===== config.mk =====
export PLATFORM = sky130hd
export DESIGN_NAME = alarm_controller_flat
export DESIGN_NICKNAME = d
export VERILOG_FILES = /design/src/rtl/alarm_controller_pkg.sv /design/src/rtl/alarm_controller_if.sv /design/src/rtl/alarm_controller_slot_bank.sv /design/src/rtl/alarm_controller.sv /design/src/flat_wrapper.sv
export SDC_FILE = /design/constraint.sdc
export NUM_CORES = 1
export LEC_CHECK = 0
export CORE_MARGIN = 2
export CORE_UTILIZATION = 45
export DETAILED_ROUTE_END_ITERATION = 12
export DONT_BUFFER_PORTS = 1
export HOLD_SLACK_MARGIN = 0.12
export PLACE_DENSITY = 0.59
export SLEW_MARGIN = 10
export SYNTH_ARGS = -nofsm -noshare
export SYNTH_HDL_FRONTEND = slang
export SYNTH_HIERARCHICAL = 1
export SYNTH_SLANG_ARGS = --single-unit

===== constraint.sdc =====
create_clock -name clk -period 5.55 [get_ports clk]
set_input_delay 0.555 -clock clk [delete_from_list [all_inputs] [get_ports clk]]
set_output_delay 0.555 -clock clk [all_outputs]
set_load 0.005 [all_outputs]

===== src/rtl/alarm_controller_pkg.sv =====
// Shared definitions for the alarm controller: time-field bit positions and FSM states.
// The packed time word is [19:18] h1, [17:14] h0, [13:11] m1, [10:7] m0, [6:4] s1, [3:0] s0.
package alarm_controller_pkg;

  localparam int S0_LSB   = 0;
  localparam int S0_MSB   = 3;
  localparam int S1_LSB   = 4;
  localparam int S1_MSB   = 6;
  localparam int M0_LSB   = 7;
  localparam int M0_MSB   = 10;
  localparam int M1_LSB   = 11;
  localparam int M1_MSB   = 13;
  localparam int H0_LSB   = 14;
  localparam int H0_MSB   = 17;
  localparam int H1_LSB   = 18;
  localparam int H1_MSB   = 19;

  localparam int SEC_LSB  = S0_LSB;
  localparam int SEC_MSB  = S1_MSB;
  localparam int HHMM_LSB = M0_LSB;
  localparam int HHMM_MSB = H1_MSB;
  localparam int HHMM_W   = HHMM_MSB - HHMM_LSB + 1;
  localparam int TIME_W   = H1_MSB + 1;

  typedef enum logic [1:0] {
    IDLE    = 2'd0,
    RINGING = 2'd1,
    SNOOZE  = 2'd2
  } alarm_state_e;

endpackage


===== src/rtl/alarm_controller_if.sv =====
// User/time-base bus of the alarm controller.
// The slave modport is the controller's view; the master modport drives it.
interface alarm_controller_if #(
  parameter int NUM_ALARMS = 4
);
  logic                  sec_tick;
  logic [19:0]           hh_mm_ss;
  logic                  set_alarm;
  logic [1:0]            alarm_id;
  logic [19:0]           stime_alarm;
  logic                  alarm_en_in;
  logic                  snooze;
  logic                  stop;
  logic                  ringing;
  logic                  snoozing;
  logic [1:0]            active_id;
  logic [NUM_ALARMS-1:0] alarm_enabled;

  modport slave (
    input  sec_tick, hh_mm_ss, set_alarm, alarm_id, stime_alarm, alarm_en_in, snooze, stop,
    output ringing, snoozing, active_id, alarm_enabled
  );

  modport master (
    output sec_tick, hh_mm_ss, set_alarm, alarm_id, stime_alarm, alarm_en_in, snooze, stop,
    input  ringing, snoozing, active_id, alarm_enabled
  );
endinterface


===== src/rtl/alarm_controller_slot_bank.sv =====
// Alarm slot storage (hh:mm plus enable per slot) and the lowest-index-wins matcher.
// The matcher sees stored values only, so a write lands one cycle before it can match.
module alarm_slot_bank
  import alarm_controller_pkg::*;
#(
  parameter int NUM_ALARMS = 4
) (
  input  logic                  clk,
  input  logic                  rst,
  input  logic                  set_alarm,
  input  logic [1:0]            alarm_id,
  input  logic [HHMM_W-1:0]     stimeHhmm,
  input  logic                  alarm_en_in,
  input  logic                  sec_tick,
  input  logic                  secZero,
  input  logic [HHMM_W-1:0]     nowHhmm,
  output logic                  match,
  output logic [1:0]            matchId,
  output logic [NUM_ALARMS-1:0] alarm_enabled
);

  logic [HHMM_W-1:0]     slotTime_q [NUM_ALARMS];
  logic [NUM_ALARMS-1:0] slotEn_q;

  always_ff @(posedge clk or posedge rst) begin
    if (rst) begin
      for (int i = 0; i < NUM_ALARMS; i++) begin
        slotTime_q[i] <= '0;
      end
      slotEn_q <= '0;
    end else begin
      for (int i = 0; i < NUM_ALARMS; i++) begin
        if (set_alarm && (alarm_id == 2'(i))) begin
          slotTime_q[i] <= stimeHhmm;
          slotEn_q[i]   <= alarm_en_in;
        end
      end
    end
  end

  // Scan from the top down so the lowest matching index is the one left standing.
  always_comb begin
    match   = 1'b0;
    matchId = 2'd0;
    if (sec_tick && secZero) begin
      for (int i = NUM_ALARMS - 1; i >= 0; i--) begin
        if (slotEn_q[i] && (slotTime_q[i] == nowHhmm)) begin
          match   = 1'b1;
          matchId = 2'(i);
        end
      end
    end
  end

  assign alarm_enabled = slotEn_q;

endmodule


===== src/rtl/alarm_controller.sv =====
// Alarm controller top: ring/snooze FSM with second counters around the slot bank.
// Outputs decode the state register directly so an async reset silences them at once.
module alarm_controller
  import alarm_controller_pkg::*;
#(
  parameter int NUM_ALARMS     = 4,
  parameter int RING_SECONDS   = 60,
  parameter int SNOOZE_SECONDS = 300
) (
  input logic               clk,
  input logic               rst,
  alarm_controller_if.slave bus
);

  localparam int RING_W   = (RING_SECONDS > 1) ? $clog2(RING_SECONDS) : 1;
  localparam int SNOOZE_W = (SNOOZE_SECONDS > 1) ? $clog2(SNOOZE_SECONDS) : 1;

  alarm_state_e  state_q, state_d;
  logic [RING_W-1:0]   ringCnt_q, ringCnt_d;
  logic [SNOOZE_W-1:0] snoozeCnt_q, snoozeCnt_d;
  logic [1:0]    activeId_q, activeId_d;

  logic          match;
  logic [1:0]    matchId;
  logic          secZero;
  logic          disableActive;
  logic          unusedStimeSecs;

  assign secZero         = (bus.hh_mm_ss[SEC_MSB:SEC_LSB] == '0);
  assign unusedStimeSecs = ^bus.stime_alarm[SEC_MSB:SEC_LSB];

  alarm_slot_bank #(
    .NUM_ALARMS (NUM_ALARMS)
  ) u_slot_bank (
    .clk           (clk),
    .rst           (rst),
    .set_alarm     (bus.set_alarm),
    .alarm_id      (bus.alarm_id),
    .stimeHhmm     (bus.stime_alarm[HHMM_MSB:HHMM_LSB]),
    .alarm_en_in   (bus.alarm_en_in),
    .sec_tick      (bus.sec_tick),
    .secZero       (secZero),
    .nowHhmm       (bus.hh_mm_ss[HHMM_MSB:HHMM_LSB]),
    .match         (match),
    .matchId       (matchId),
    .alarm_enabled (bus.alarm_enabled)
  );

  assign disableActive = bus.set_alarm && !bus.alarm_en_in && (bus.alarm_id == activeId_q);

  always_ff @(posedge clk or posedge rst) begin
    if (rst) begin
      state_q     <= IDLE;
      ringCnt_q   <= '0;
      snoozeCnt_q <= '0;
      activeId_q  <= 2'd0;
    end else begin
      state_q     <= state_d;
      ringCnt_q   <= ringCnt_d;
      snoozeCnt_q <= snoozeCnt_d;
      activeId_q  <= activeId_d;
    end
  end

  // Each branch's if/else chain encodes the in-cycle priority: stop, disable, snooze, tick.
  always_comb begin
    state_d     = state_q;
    ringCnt_d   = ringCnt_q;
    snoozeCnt_d = snoozeCnt_q;
    activeId_d  = activeId_q;
    unique case (state_q)
      IDLE: begin
        if (match) begin
          state_d    = RINGING;
          activeId_d = matchId;
          ringCnt_d  = '0;
        end
      end
      RINGING: begin
        if (bus.stop || disableActive) begin
          state_d = IDLE;
        end else if (bus.snooze) begin
          state_d     = SNOOZE;
          snoozeCnt_d = '0;
        end else if (bus.sec_tick) begin
          if (ringCnt_q == RING_W'(RING_SECONDS - 1)) begin
            state_d   = IDLE;
            ringCnt_d = '0;
          end else begin
            ringCnt_d = ringCnt_q + RING_W'(1);
          end
        end
      end
      SNOOZE: begin
        if (bus.stop || disableActive) begin
          state_d = IDLE;
        end else if (bus.sec_tick) begin
          if (snoozeCnt_q == SNOOZE_W'(SNOOZE_SECONDS - 1)) begin
            state_d     = RINGING;
            ringCnt_d   = '0;
            snoozeCnt_d = '0;
          end else begin
            snoozeCnt_d = snoozeCnt_q + SNOOZE_W'(1);
          end
        end
      end
      default: state_d = IDLE;
    endcase
  end

  assign bus.ringing   = (state_q == RINGING);
  assign bus.snoozing  = (state_q == SNOOZE);
  assign bus.active_id = activeId_q;

endmodule


===== src/flat_wrapper.sv =====
// flat-port wrapper written by rule: the top's interface ports become plain ports
module alarm_controller_flat import alarm_controller_pkg::*;
#(
  parameter int NUM_ALARMS     = 4,
  parameter int RING_SECONDS   = 60,
  parameter int SNOOZE_SECONDS = 300
)
  (clk, rst, bus_sec_tick, bus_hh_mm_ss, bus_set_alarm, bus_alarm_id, bus_stime_alarm, bus_alarm_en_in, bus_snooze, bus_stop, bus_ringing, bus_snoozing, bus_active_id, bus_alarm_enabled);
  alarm_controller_if #(.NUM_ALARMS(NUM_ALARMS)) bus_i ();
  input logic clk;
  input logic rst;
  input wire logic [$bits(bus_i.sec_tick)-1:0] bus_sec_tick;
  input wire logic [$bits(bus_i.hh_mm_ss)-1:0] bus_hh_mm_ss;
  input wire logic [$bits(bus_i.set_alarm)-1:0] bus_set_alarm;
  input wire logic [$bits(bus_i.alarm_id)-1:0] bus_alarm_id;
  input wire logic [$bits(bus_i.stime_alarm)-1:0] bus_stime_alarm;
  input wire logic [$bits(bus_i.alarm_en_in)-1:0] bus_alarm_en_in;
  input wire logic [$bits(bus_i.snooze)-1:0] bus_snooze;
  input wire logic [$bits(bus_i.stop)-1:0] bus_stop;
  output wire logic [$bits(bus_i.ringing)-1:0] bus_ringing;
  output wire logic [$bits(bus_i.snoozing)-1:0] bus_snoozing;
  output wire logic [$bits(bus_i.active_id)-1:0] bus_active_id;
  output wire logic [$bits(bus_i.alarm_enabled)-1:0] bus_alarm_enabled;
  assign bus_i.sec_tick = bus_sec_tick;
  assign bus_i.hh_mm_ss = bus_hh_mm_ss;
  assign bus_i.set_alarm = bus_set_alarm;
  assign bus_i.alarm_id = bus_alarm_id;
  assign bus_i.stime_alarm = bus_stime_alarm;
  assign bus_i.alarm_en_in = bus_alarm_en_in;
  assign bus_i.snooze = bus_snooze;
  assign bus_i.stop = bus_stop;
  assign bus_ringing = bus_i.ringing;
  assign bus_snoozing = bus_i.snoozing;
  assign bus_active_id = bus_i.active_id;
  assign bus_alarm_enabled = bus_i.alarm_enabled;
  alarm_controller #(.NUM_ALARMS(NUM_ALARMS), .RING_SECONDS(RING_SECONDS), .SNOOZE_SECONDS(SNOOZE_SECONDS)) u_core (.clk(clk), .rst(rst), .bus(bus_i));
endmodule

==> results.sh <==
export IMPL_status="finished clean"
export IMPL_clockBufferDepth=2
export IMPL_swShare=0.2575
export IMPL_fp_row_count=34
export IMPL_clkPwrFrac=0.314
export IMPL_drc_errors=0
export IMPL_core_area_um2=8678
export IMPL_via_count=2445
export IMPL_post_route_period_util=0.4370
export IMPL_htreeDepth=3
export IMPL_grt_pass1_wl_mm=12.97
export IMPL_grt_overflow=0
export IMPL_dp_slack_ns=3.047
export IMPL_p_int_uw=965.7
export IMPL_slew_headroom=0.4187
export IMPL_synth_edf_count=0
export IMPL_nNetsFinal=383
export IMPL_setup_slack_ns=3.124
export IMPL_setup_viol=0
export IMPL_area_growth_pct=4.808
export IMPL_finalCriticalPeriod_ns=2.426
export IMPL_async_flop_share=1.000
export IMPL_worstSkewPairLatency_ns=0.35
export IMPL_grt_pass1_vias=2459
export IMPL_end_kind="flip-flop"
export IMPL_post_cts_resized=0
export IMPL_reg2reg_slack_ns=3.12
export IMPL_hpwlAfterDp_mm=5.671
export IMPL_reg2reg_to="u_core/ringCnt_q[5]"
export IMPL_cts_setup_buffers=0
export IMPL_min_path_type="in2async"
export IMPL_pwr_share_comb=0.163
export IMPL_tightestPinTransition_ns=0.8695
export IMPL_switchingPower_uw=334.9
export IMPL_syn_avg_cell_area_um2=11.82
export IMPL_num_antenna_cells=0
export IMPL_clockRootBuffer="clkbuf_8"
export IMPL_yosysWarnings=6
export IMPL_critical_path_class="reg2reg"
export IMPL_die_w_um=98.37
export IMPL_wl_mm=7.857
export IMPL_synth_seq_area_share=0.4683
export IMPL_p_per_area_nw_per_um2=309.7
export IMPL_antenna_found_initial=0
export IMPL_arrival_ns=2.66
export IMPL_vdd_ir_drop_worst_v=0.0001753
export IMPL_crit_path_max_fanout=11
export IMPL_p_leak_nw=1.640
export IMPL_port_buffers=0
export IMPL_power_mw=1.301
export IMPL_cts_tree="yes"
export IMPL_multiInputGateArea_um2=1942
export IMPL_dr_pass1_iters=4
export IMPL_skew_ns=0.007562
export IMPL_dieArea_um2=9677
export IMPL_start_util=0.4618
export IMPL_reg2reg_from="u_core/u_slot_bank/slotTime_q[12]"
export IMPL_cap_violations=0
export IMPL_viasPerCell=5.494
export IMPL_place_gp_congestion=0.8402
export IMPL_finalSetupTns_ns=0
export IMPL_fill_cells=811
export IMPL_syn_area_um2=4008
export IMPL_syn_nets=390
export IMPL_finalHoldViolCount=0
export IMPL_detail_route_wl_per_cell_um=17.66
export IMPL_worst_r2r_cell_count=9
export IMPL_grtUsageTotal=0.1730
export IMPL_ys_ff_latch=75
export IMPL_clock_sinks=75
export IMPL_start_kind="flip-flop"
export IMPL_cts_buffers=9
export IMPL_hold_buffers=0
export IMPL_die_h_um=98.37
export IMPL_clk_pin_slew_ns=0.07
export IMPL_fmax_mhz=412.3
export IMPL_grt_setup_unrepaired="false"
export IMPL_netlist_instances=339
export IMPL_maxSlewViolCount=0
export IMPL_regArea_um2=1877
export IMPL_grt_max_degree=57
export IMPL_seq_power_share=0.523
export IMPL_final_layout_size_suffix_gt1_frac=0.2730
export IMPL_netlist_cell_type_count=46
export IMPL_antenna_left=0
export IMPL_synth_ff_type="dfrtp_1"
export IMPL_required_ns=5.79
export IMPL_ios=57
export IMPL_drt_iter0_drc=89
-- metal layers --
metal,share of wire,routed length [um],up-vias,track usage
li1,-,-,1176,-
met1,0.45,3544,1211,0.2236
met2,0.48,3776,51,0.2742
met3,0.060,471,7,0.06228
met4,0.0083,65,0,0.05269
met5,0,0,-,0
-- metrics by stage --
step	cell area (um^2)	hold WS [ns]	cells	util
4_1_cts	4200	0.2462	445	0.4840
3_5_place_dp	4006	0.4854	429	0.4616
6_report	4200	0.2290	445	0.4840
3_3_place_gp	4006	0.4778	429	0.4616
5_1_grt	4200	0.2585	445	0.4840
2_1_floorplan	4008	0.4485	339	-
-- cell usage in the layout (no fill, tap or decap), types with 3 or more instances in the layout --
cell / n
clkbuf_8: 9
nor2b_1: 5
a21oi_1: 6
nand3_1: 12
o21ai_0: 10
nand4_1: 12
o31ai_1: 5
mux2_2: 58
nor4_1: 5
xnor2_1: 48
clkinvlp_4: 3
nand2_1: 19
nor2_1: 8
xnor2_2: 5
nand2b_1: 5
or4_1: 4
dfrtp_1: 75
inv_1: 8
-- synthesized netlist by cell type (6+ instances only) --
library cell	number	area, um^2
nand3_1	12	60.06
xnor2_1	48	420.4
nand4_1	12	75.07
buf_2	7	35.03
dfrtp_1	75	1877
mux2_2	58	653.1
inv_1	9	33.78
o21ai_0	10	50.05
nor2_1	8	30.03
nand2_1	19	71.32
buf_6	7	78.83
a21oi_1	6	30.03
-- final cells by class --
class                           count  share of cell area
Multi-Input combinational cell    234              0.4623
Inverter                           10            0.008937
Clock inverter                      6             0.01579
Tap cell                          108             0.03217
Sequential cell                    75              0.4468
Clock buffer                       10             0.03038
Timing Repair Buffer                2            0.003575
-- power groups by stage --
| stage | Sequential (mW) | Combinational (mW) | Clock (mW) |
|---|---|---|---|
| after CTS | 0.680 | 0.215 | 0.426 |
| final | 0.680 | 0.212 | 0.409 |
| after global routing | 0.690 | 0.232 | 0.452 |
| after global placement | 0.687 | 0.211 | 0 |
| after detailed placement | 0.691 | 0.214 | 0 |
| after floorplan | 0.679 | 0.193 | 0 |
-- how the worst max path moves through the flow --
stage	from	slack, ns	endpoint
2_1_floorplan	bus_hh_mm_ss[10]	3.24	u_core/ringCnt_q[5]
3_3_place_gp	bus_hh_mm_ss[10]	3.03	u_core/ringCnt_q[5]
3_5_place_dp	bus_hh_mm_ss[19]	3.05	u_core/ringCnt_q[5]
4_1_cts	u_core/u_slot_bank/slotTime_q[38]	3.19	u_core/ringCnt_q[5]
5_1_grt	u_core/u_slot_bank/slotTime_q[12]	2.99	u_core/ringCnt_q[5]
6_report	u_core/u_slot_bank/slotTime_q[12]	3.12	u_core/ringCnt_q[5]
-- cells by family after synthesis --
logic type      synth area share
fa+ha+maj               0.006243
flops                     0.4683
mux                       0.1683
xor+xnor                  0.1321
simple gates              0.1143
compound gates           0.06370
buf+inv                  0.04714
-- worst max-delay path, stage by stage (launching register included) --
cell      delay (ns)
dfrtp_1         0.39
xnor2_1         0.22
nand4_1         0.16
nor4_1          0.50
nor2_1          0.11
a21oi_1         0.19
nand2_1         0.16
o2bb2a_4        0.31
o21ai_2         0.07
a32o_1          0.21
-- flip-flops by register name, summed over array words and instances, names as in the netlist --
name / flops
u_core/snoozeCnt_q: 9
u_core/bus.active_id: 2
u_core/ringCnt_q: 6
u_core/u_slot_bank/alarm_enabled: 4
u_core/state_q: 2
u_core/u_slot_bank/slotTime_q: 52
No activity file was read; power rests on OpenSTA's default activity.
